--- src/rtl/pingpong_write_packer.sv ---
// Write-side front end for the dual-clock ping-pong buffer: packs narrow valid/ready beats into
// WIDTH-bit words and feeds the buffer's wen/data_in, stalling on its full flag.
module pingpong_write_packer #(
  parameter int unsigned IN_W  = 8,
  parameter int unsigned WIDTH = 32,
  parameter int unsigned CNT_W = 16
) (
  input  logic             wclk,
  input  logic             reset_n,
  input  logic             s_valid_i,
  output logic             s_ready_o,
  input  logic [IN_W-1:0]  s_data_i,
  input  logic             s_last_i,
  input  logic             full_i,
  output logic             wen_o,
  output logic [WIDTH-1:0] data_out_o,
  output logic             busy_o,
  output logic [CNT_W-1:0] word_cnt_o
);

  localparam int unsigned RATIO = WIDTH / IN_W;
  localparam int unsigned BcntW = (RATIO > 1) ? $clog2(RATIO) : 1;
  localparam logic [BcntW-1:0] LastBeat = BcntW'(RATIO - 1);

  typedef enum logic {StFill, StDone} pack_state_e;

  pack_state_e      state_q, state_d;
  logic [WIDTH-1:0] pack_q, pack_d;
  logic [BcntW-1:0] beat_cnt_q, beat_cnt_d;
  logic [WIDTH-1:0] out_q, out_d;
  logic             out_valid_q, out_valid_d;
  logic [CNT_W-1:0] word_cnt_q, word_cnt_d;

  logic slot_free;
  logic transfer;
  logic accept;
  logic word_end;
  logic wr;

  // The output slot can take a new word if it is empty or is being written this cycle.
  assign slot_free = !out_valid_q || !full_i;
  assign transfer  = (state_q == StDone) && slot_free;
  assign s_ready_o = (state_q == StFill) || slot_free;
  assign accept    = s_valid_i && s_ready_o;
  assign word_end  = (beat_cnt_q == LastBeat) || s_last_i;
  assign wr        = out_valid_q && !full_i;

  // Pack stage: a transfer clears pack_q first, so a beat accepted in the same cycle lands in a
  // zeroed word and unwritten lanes of a flushed word read as zero.
  always_comb begin
    pack_d     = pack_q;
    state_d    = state_q;
    beat_cnt_d = beat_cnt_q;
    if (transfer) begin
      pack_d  = '0;
      state_d = StFill;
    end
    if (accept) begin
      pack_d[int'(beat_cnt_q) * IN_W +: IN_W] = s_data_i;
      if (word_end) begin
        state_d    = StDone;
        beat_cnt_d = '0;
      end else begin
        beat_cnt_d = beat_cnt_q + 1'b1;
      end
    end
  end

  // Output stage: out_q only moves on a transfer, which cannot happen while held by full.
  always_comb begin
    out_d       = out_q;
    out_valid_d = out_valid_q;
    if (transfer) begin
      out_d       = pack_q;
      out_valid_d = 1'b1;
    end else if (wr) begin
      out_valid_d = 1'b0;
    end
    word_cnt_d = word_cnt_q + CNT_W'(wr);
  end

  always_ff @(posedge wclk or negedge reset_n) begin
    if (!reset_n) begin
      state_q     <= StFill;
      pack_q      <= '0;
      beat_cnt_q  <= '0;
      out_q       <= '0;
      out_valid_q <= 1'b0;
      word_cnt_q  <= '0;
    end else begin
      state_q     <= state_d;
      pack_q      <= pack_d;
      beat_cnt_q  <= beat_cnt_d;
      out_q       <= out_d;
      out_valid_q <= out_valid_d;
      word_cnt_q  <= word_cnt_d;
    end
  end

  assign wen_o      = wr;
  assign data_out_o = out_q;
  assign busy_o     = (state_q == StDone) || out_valid_q || (beat_cnt_q != '0);
  assign word_cnt_o = word_cnt_q;

endmodule

--- config.mk ---
export PLATFORM = sky130hd
export DESIGN_NAME = pingpong_write_packer
export DESIGN_NICKNAME = d
export VERILOG_FILES = /design/src/rtl/pingpong_write_packer.sv
export SDC_FILE = /design/constraint.sdc
export NUM_CORES = 1
export LEC_CHECK = 0
export CORE_UTILIZATION = 50
export DETAILED_ROUTE_END_ITERATION = 8
export PLACE_DENSITY = 0.76
export SLEW_MARGIN = 20
export SYNTH_ARGS = -nofsm -noshare
export SYNTH_HDL_FRONTEND = slang
export SYNTH_SLANG_ARGS = --single-unit
--- constraint.sdc ---
create_clock -name wclk -period 4.7 [get_ports wclk]
set_input_delay 0.94 -clock wclk [delete_from_list [all_inputs] [get_ports wclk]]
set_output_delay 0.94 -clock wclk [all_outputs]
set_load 0.01 [all_outputs]
==> out/metrics.cfg, run 1 <==
[floorplan]
dieArea_mm2 = 0.00799
rows = 31
io_pins = 64
die_width_um = 89.4
fp.dieH_um = 89.4
start_util_pct = 52.1
coreArea_mm2 = 0.00733

[setup_path]
critPathMaxFanout = 10
end_kind = output pin
crit_required_ns = 3.76
path_class = primary input to output pin
crit_arrival_ns = 2.20
cp-start-kind = primary input

[placement]
hpwl_um = 4570
io_buffers = 63
place.gp.congestion = 0.786

[run_status]
status = finished clean

[detailed_routing]
ant_nets = 0
dr.pass1.iters = 4
drt-wirelength-per-cell_um = 14.9
drtIter0Drc = 145
wirelength_um = 6910
vias_per_cell = 5.11
drc = 0
vias = 2366

[yosys]
yosys.area.top_type = dfrtp_1
avgSynthCellArea_um2 = 12.8
syn_area_mm2 = 0.00382
netlist.area_leader.share_pct = 55.0
ys_warn_count = 0
syn_inst = 298
synth_cell_types = 30
yosys_register_bits = 84
netlist_top_cells_area = dfrtp_1, mux2_4, mux2i_1, nand2_1, ha_1
syn_nets = 319
ys_seq_area_share_pct = 55.0

[sta]
slew_violations = 0
setup_viol = 0
rsz0062_at_grt = false
tightestPinTransition_ns = 0.789
clock-skew-final_ns = 0.0118
finalSetupTns_ns = 0
hold_viol_final = 0
period_minus_slack_ns = 3.14
maxSlewHeadroom_pct = 46.6
hold_slack_ns = 0.471
max_freq_mhz = 319
fin_crit_sh_pct = 66.8

[clocking]
clkSinkCount = 84
worstSkewPairLatency_ns = 0.35
postCtsSetupRepairBufs = 0
htree_levels = 3
cts_root_buf = clkbuf_8
clockBufferDepth = 2
clk_pin_slew_worst_paths_ns = 0.08
hold_buffers = 0
cts_buffers = 9
ctsResizeCount = 0
cts_tree = done

[power]
power_density_mw_per_mm2 = 376
peakVddDrop_mv = 0.287
leakage_nw = 2.19

[grt]
grt_pass1_vias = 2180
grt_max_degree = 85
antenna_found_initial = 0
overflow = 0
grt_pass1_wl_um = 10900
globalRouteTotalUtil_pct = 18.5

[run]
drv_cap = 0

[final_layout]
antenna-diode-count = 0
nNetsFinal = 380
syn_to_final_growth_pct = 23.5
layout-drive-gt1-share_pct = 16.5
final_core_util_pct = 64.3

[min_path]
hold_class = flip-flop to flip-flop

## metal layers
metal | global-route usage [%] | wire length [um] | up-vias
li1 | - | - | 1131
met1 | 27.0 | 3410 | 1192
met2 | 26.8 | 3210 | 38
met3 | 3.51 | 197 | 5
met4 | 8.66 | 93 | 0
met5 | 0 | 0 | -
## flip-flops by register name, summed over array words and instances (netlist names)
name / flops
word_cnt_o: 16
data_out_o: 32
out_valid_q: 1
pack_q: 32
beat_cnt_q: 2
state_q: 1
## per-stage QoR
step                setup WS, ns  area, um2  instances  total power, mW
finish                      1.56       4720        463             1.77
global route                1.47       4720        463             1.86
CTS                         1.57       4700        463             1.78
detailed placement          1.58       4470        447             1.21
global placement            1.58       4470        447             1.20
floorplan                   2.38       3820        298             1.07
## critical path, stage by stage
cell and delay [ns]:
clkdlybuf4s50_1 0.54, nand3_2 0.19, clkdlybuf4s50_1 0.53
## power by group
part	switching (mW)	internal [mW]	leakage [nW]	total, mW
Combinational	0.174	0.185	0.929	0.359
Clock	0.260	0.316	0.110	0.576
Sequential	0.0573	0.782	1.15	0.839
Total	0.491	1.28	2.19	1.77
## synth_stat cells (all sizes together)
master,count
a21bo,1
a21o,1
a21oi,2
a31o,1
a41o,1
and3,4
buf,14
dfrtp,84
ha,8
inv,4
mux2,32
mux2i,32
nand2,68
nand3,7
nand4,3
nand4b,1
nor2,7
nor2b,1
nor3,5
nor4,3
nor4b,2
nor4bb,2
o21ai,1
xnor2,3
xor2,11
## final timing paths
check	startpoint	to	slack, ns	cells after the start
setup / recovery	full_i	s_ready_o	1.56	3
hold / removal	word_cnt_o[15]	word_cnt_o[15]	0.47	1
setup reg to reg	beat_cnt_q[0]	pack_q[15]	2.36	5
hold reg to reg	word_cnt_o[15]	word_cnt_o[15]	0.47	1
max in group asynchronous	reset_n	word_cnt_o[10]	3.57	1
min in group asynchronous	reset_n	data_out_o[9]	0.62	1
## kinds of logic after synthesis
| kind of cell | share of synthesized area (%) |
|---|---|
| and+or+nand+nor | 13.8 |
| DFF | 55.0 |
| muxes | 20.6 |
| buffers and inverters | 3.44 |
| xor gates and xnor gates | 3.21 |
| adders and majority gates | 2.62 |
| AOI/OAI and AO/OA | 1.34 |
## placed cells by master (no fill, tap or decap), drive strengths merged, types with 3 or more instances in the layout
cell and n:
xor2 11, ha 8, mux2i 32, clkbuf 11, nor4 3, nor2 7, and3 4, dfrtp 84
nor3 5, nand3 7, inv 4, nand4 3, nand2 68, mux2 32, clkdlybuf4s50 62, xnor2 3
## layout make-up
cell class,instances,area (um2)
sequential,84,2100
clock buffer,11,141
fill,557,2610
inverter,4,15.0
timing repair buffer,64,652
multi-input combinational,196,1600
clock inverter,5,85.1
tap,99,124
No activity file was read; power rests on OpenSTA's default activity.
==> inputs of run 2 (changes only) <==
- clock period: 4.7 -> 3.1 ns (I/O delays scaled with it)
==> run 2 against run 1 <==
First-iteration DRC count is 21% lower. Sequential cell count stayed put. Core utilization is 0.12 points lower. Worst setup slack worse by 1.2 ns. Global-route usage is 0.72 points higher. Clock power is 38% higher. Critical endpoint is now busy_o. Largest cell class unchanged.
==> out/metrics.cfg, run 2 (synthesis results as in run 1) <==
[grt]
grt_pass1_vias = 2246
grt_max_degree = 85
globalRouteTotalUtil_pct = 19.2
antenna_found_initial = 0
overflow = 0
grt_pass1_wl_um = 11300

[sta]
hold_slack_ns = 0.280
finalSetupTns_ns = 0
slew_violations = 0
period_minus_slack_ns = 2.74
hold_viol_final = 0
fin_ws_ns = 0.363
clock-skew-final_ns = 0.0104
maxSlewHeadroom_pct = 50.3
fin_crit_sh_pct = 88.3
max_freq_mhz = 365
tightestPinTransition_ns = 0.745
rsz0062_at_grt = false
setup_viol = 0

[min_path]
hold_class = primary input to async pin

[final_layout]
mostFrequentLayoutCell = dfrtp_1
antenna-diode-count = 0
layout-drive-gt1-share_pct = 17.1
fin_cells = 467
nNetsFinal = 384
syn_to_final_growth_pct = 23.3
final_cell_mix = dfrtp_1, nand2_1, clkdlybuf4s50_1, mux2i_1, mux2_4
final_area_mm2 = 0.00471
fillers = 554
final_core_util_pct = 64.2

[detailed_routing]
wl_met3_um = 198
drt-wirelength-per-cell_um = 15.0
routed-wl-met2_um = 3350
drtIter0Drc = 115
wirelength_um = 7020
topRoutingLayerUsed = met4
drc = 0
dr.pass1.iters = 4
met1Wirelength_um = 3340
vias_per_cell = 5.04
vias = 2356
ant_nets = 0

[floorplan]
fp.dieH_um = 89.4
rows = 31
coreArea_mm2 = 0.00733
dieArea_mm2 = 0.00799
start_util_pct = 52.1
io_pins = 64
die_width_um = 89.4

[clocking]
clk_pin_slew_worst_paths_ns = 0.10
cts_buffers = 9
cts_tree = done
ctsResizeCount = 0
htree_levels = 3
cts_root_buf = clkbuf_8
postCtsSetupRepairBufs = 0
clockBufferDepth = 2
hold_buffers = 0
clkSinkCount = 84
worstSkewPairLatency_ns = 0.36

[setup_path]
crit_buf_inv = 2
cpMaxStageDelayCell = dfrtp_1
critPathMaxFanout = 11
regToRegSetupSlack_ns = 1.07
max_stage_delay_ns = 0.59
end_kind = output pin
crit_family = buffers and inverters
r2r_start = beat_cnt_q[0]
r2r_cells = 5
cp-start-kind = flip-flop
path_class = flip-flop to output pin
crit_required_ns = 2.48
crit_arrival_ns = 2.12
r2r_end = pack_q[16]
path_cells = inv_1, ha_1, nand2_1, clkdlybuf4s50_1

[power]
peakVddDrop_mv = 0.260
power_mw = 2.61
power_density_mw_per_mm2 = 555
leakage_nw = 2.19

[placement]
place_area_mm2 = 0.00450
placed_cells = 451
place.gp.congestion = 0.732
pre_cts_ws_ns = 0.554
hpwl_um = 4690
io_buffers = 63

[run_status]
status = finished clean

[run]
drv_cap = 0

run 2: cell types whose count changed in the layout (fill, tap and decap cells not counted):
cell	before	now
buf_4	0	4
bufinv_16	2	1
clkbuf_1	1	0
clkbuf_8	10	9
clkinv_2	0	1
clkinvlp_4	1	2
inv_6	0	1
nor4bb_1	0	2
nor4bb_2	2	0
run 2: power by group:
group	internal [mW]	switching (mW)	leakage [nW]	total, mW
sequential	1.19	0.0854	1.15	1.27
combinational	0.285	0.262	0.948	0.547
clock	0.376	0.418	0.0958	0.795
run 2: metal layers:
layer | vias up | global-route usage (%)
met5 | - | 0
met3 | 10 | 2.95
met2 | 44 | 28.7
li1 | 1139 | -
met4 | 0 | 9.09
met1 | 1163 | 27.6
run 2: layout make-up:
type,count,area (um2),area share (%)
well taps,99,124,2.63
clock buffers,9,124,2.63
flip-flops and latches,84,2100,44.6
inverters,4,15.0,0.319
repair buffers,68,682,14.5
clock inverters,7,76.3,1.62
multi-input cells,196,1590,33.7
run 2: worst register-to-register path: stages (launching register included):
cell     delay, ns
dfrtp_1       0.59
inv_1         0.17
ha_1          0.48
nor4b_4       0.47
nand2_1       0.11
mux2i_1       0.14
run 2: how the worst max path moves through the flow:
stage	slack, ns	cells past startpoint	to	from
floorplan	1.10	6	word_cnt_o[14]	full_i
global placement	0.61	7	word_cnt_o[14]	full_i
detailed placement	0.55	7	word_cnt_o[14]	full_i
CTS	0.35	4	busy_o	beat_cnt_q[0]
global route	0.23	4	busy_o	beat_cnt_q[0]
finish	0.36	4	busy_o	beat_cnt_q[0]
==> inputs of run 3 (changes only) <==
- GPL_TIMING_DRIVEN: unset -> 1
- SLEW_MARGIN: 20 -> 10
==> run 3 against run 2 <==
Critical path depth did not move. Count of clock-buffer cells in the layout did not move. Non-clock buffer count did not move. Clock skew rose by 0.00058 ns. Hold slack improved by 0.14 ns. Cell area barely moved. Sequential power barely moved. Combinational power barely moved. Largest cell class unchanged. First-iteration DRC count did not move. Die area did not move. Power barely moved.
==> out/metrics.cfg, run 3 (synthesis results as in run 1) <==
[clocking]
hold_buffers = 0
clockBufferDepth = 2
cts_tree = done
cts_root_buf = clkbuf_8
worstSkewPairLatency_ns = 0.36
htree_levels = 3
clkSinkCount = 84
postCtsSetupRepairBufs = 0
cts_buffers = 9
clk_pin_slew_worst_paths_ns = 0.10
ctsResizeCount = 0

[power]
p_int_mw = 1.85
p_sw_share_pct = 29.2
p_seq_share_pct = 48.7
p_sw_mw = 0.763
leakage_nw = 2.19
clockPowerShare_pct = 30.4
peakVddDrop_mv = 0.261
power_density_mw_per_mm2 = 555
p_comb_share_pct = 20.9

[final_layout]
layout-drive-gt1-share_pct = 17.1
final_core_util_pct = 64.2
nNetsFinal = 384
mostFrequentLayoutCell = dfrtp_1
syn_to_final_growth_pct = 23.2
fin_cells = 467
final_cell_mix = dfrtp_1, nand2_1, clkdlybuf4s50_1, mux2i_1, mux2_4
antenna-diode-count = 0

[grt]
grt_pass1_wl_um = 11300
antenna_found_initial = 0
grt_max_degree = 85
grt_pass1_vias = 2246
globalRouteTotalUtil_pct = 19.2
overflow = 0

[detailed_routing]
drc = 0
drtIter0Drc = 115
dr.pass1.iters = 4
vias = 2348
wirelength_um = 6960
drt-wirelength-per-cell_um = 14.9
ant_nets = 0
vias_per_cell = 5.03

[setup_path]
cp-start-kind = flip-flop
path_class = flip-flop to output pin
crit_arrival_ns = 2.12
crit_required_ns = 2.48
end_kind = output pin
critPathMaxFanout = 11

[floorplan]
dieArea_mm2 = 0.00799
rows = 31
coreArea_mm2 = 0.00733
start_util_pct = 52.1
fp.dieH_um = 89.4
die_width_um = 89.4
io_pins = 64

[sta]
slew_violations = 0
maxSlewHeadroom_pct = 30.7
fin_crit_sh_pct = 88.3
finalSetupTns_ns = 0
tightestPinTransition_ns = 1.04
period_minus_slack_ns = 2.74
hold_viol_final = 0
rsz0062_at_grt = false
setup_viol = 0
max_freq_mhz = 365
clock-skew-final_ns = 0.0109

[placement]
io_buffers = 63
placed_cells = 451
place.gp.congestion = 0.732
hpwl_um = 4690

[run_status]
status = finished clean

[run]
drv_cap = 0

[min_path]
hold_class = primary input to async pin

run 3: cell type report:
class,instances,area (um2)
clock buffer,9,124
clock inverter,7,76.3
fill,554,2630
inverter,4,15.0
multi-input combinational,196,1590
sequential,84,2100
tap,99,124
timing repair buffer,68,678
run 3: power groups by stage:
stage	clock network, mW	logic [mW]	registers [mW]
finish	0.793	0.545	1.27
global route	0.844	0.595	1.29
CTS	0.802	0.551	1.27
detailed placement	0	0.550	1.30
global placement	0	0.541	1.29
floorplan	0	0.314	1.31
run 3: per-stage QoR:
step	cell area [um2]	hold WS (ns)	setup WS, ns	power, mW
2_1_floorplan	3820	0.324	1.10	1.62
3_3_place_gp	4500	0.466	0.605	1.83
3_5_place_dp	4500	0.467	0.554	1.85
4_1_cts	4700	0.473	0.352	2.63
5_1_grt	4700	0.489	0.227	2.73
6_report	4700	0.423	0.363	2.61
run 3: worst paths after layout:
path / from / end / slack, ns / cells past startpoint
min in group wclk: word_cnt_o[15] / word_cnt_o[15] / 0.47 / 1
worst max-delay path: beat_cnt_q[0] / busy_o / 0.36 / 4
worst min-delay path: reset_n / data_out_o[12] / 0.42 / 1
max in group asynchronous: reset_n / word_cnt_o[11] / 2.00 / 1
worst max register to register: beat_cnt_q[0] / pack_q[16] / 1.08 / 5
worst min register to register: word_cnt_o[15] / word_cnt_o[15] / 0.47 / 1
run 3: layer usage:
| layer | track usage [%] | up-vias | routed length (um) | part of all wire, % |
|---|---|---|---|---|
| met4 | 9.09 | 0 | 121 | 1.7 |
| li1 | - | 1136 | - | - |
| met1 | 27.6 | 1164 | 3330 | 48 |
| met3 | 2.95 | 10 | 171 | 2.5 |
| met5 | 0 | - | 0 | 0 |
| met2 | 28.7 | 38 | 3340 | 48 |
run 3: worst max-delay path, stage by stage (launching register included):
cell and delay (ns):
dfrtp_1 0.59, inv_1 0.17, ha_1 0.36, nand2_1 0.11, clkdlybuf4s50_1 0.54
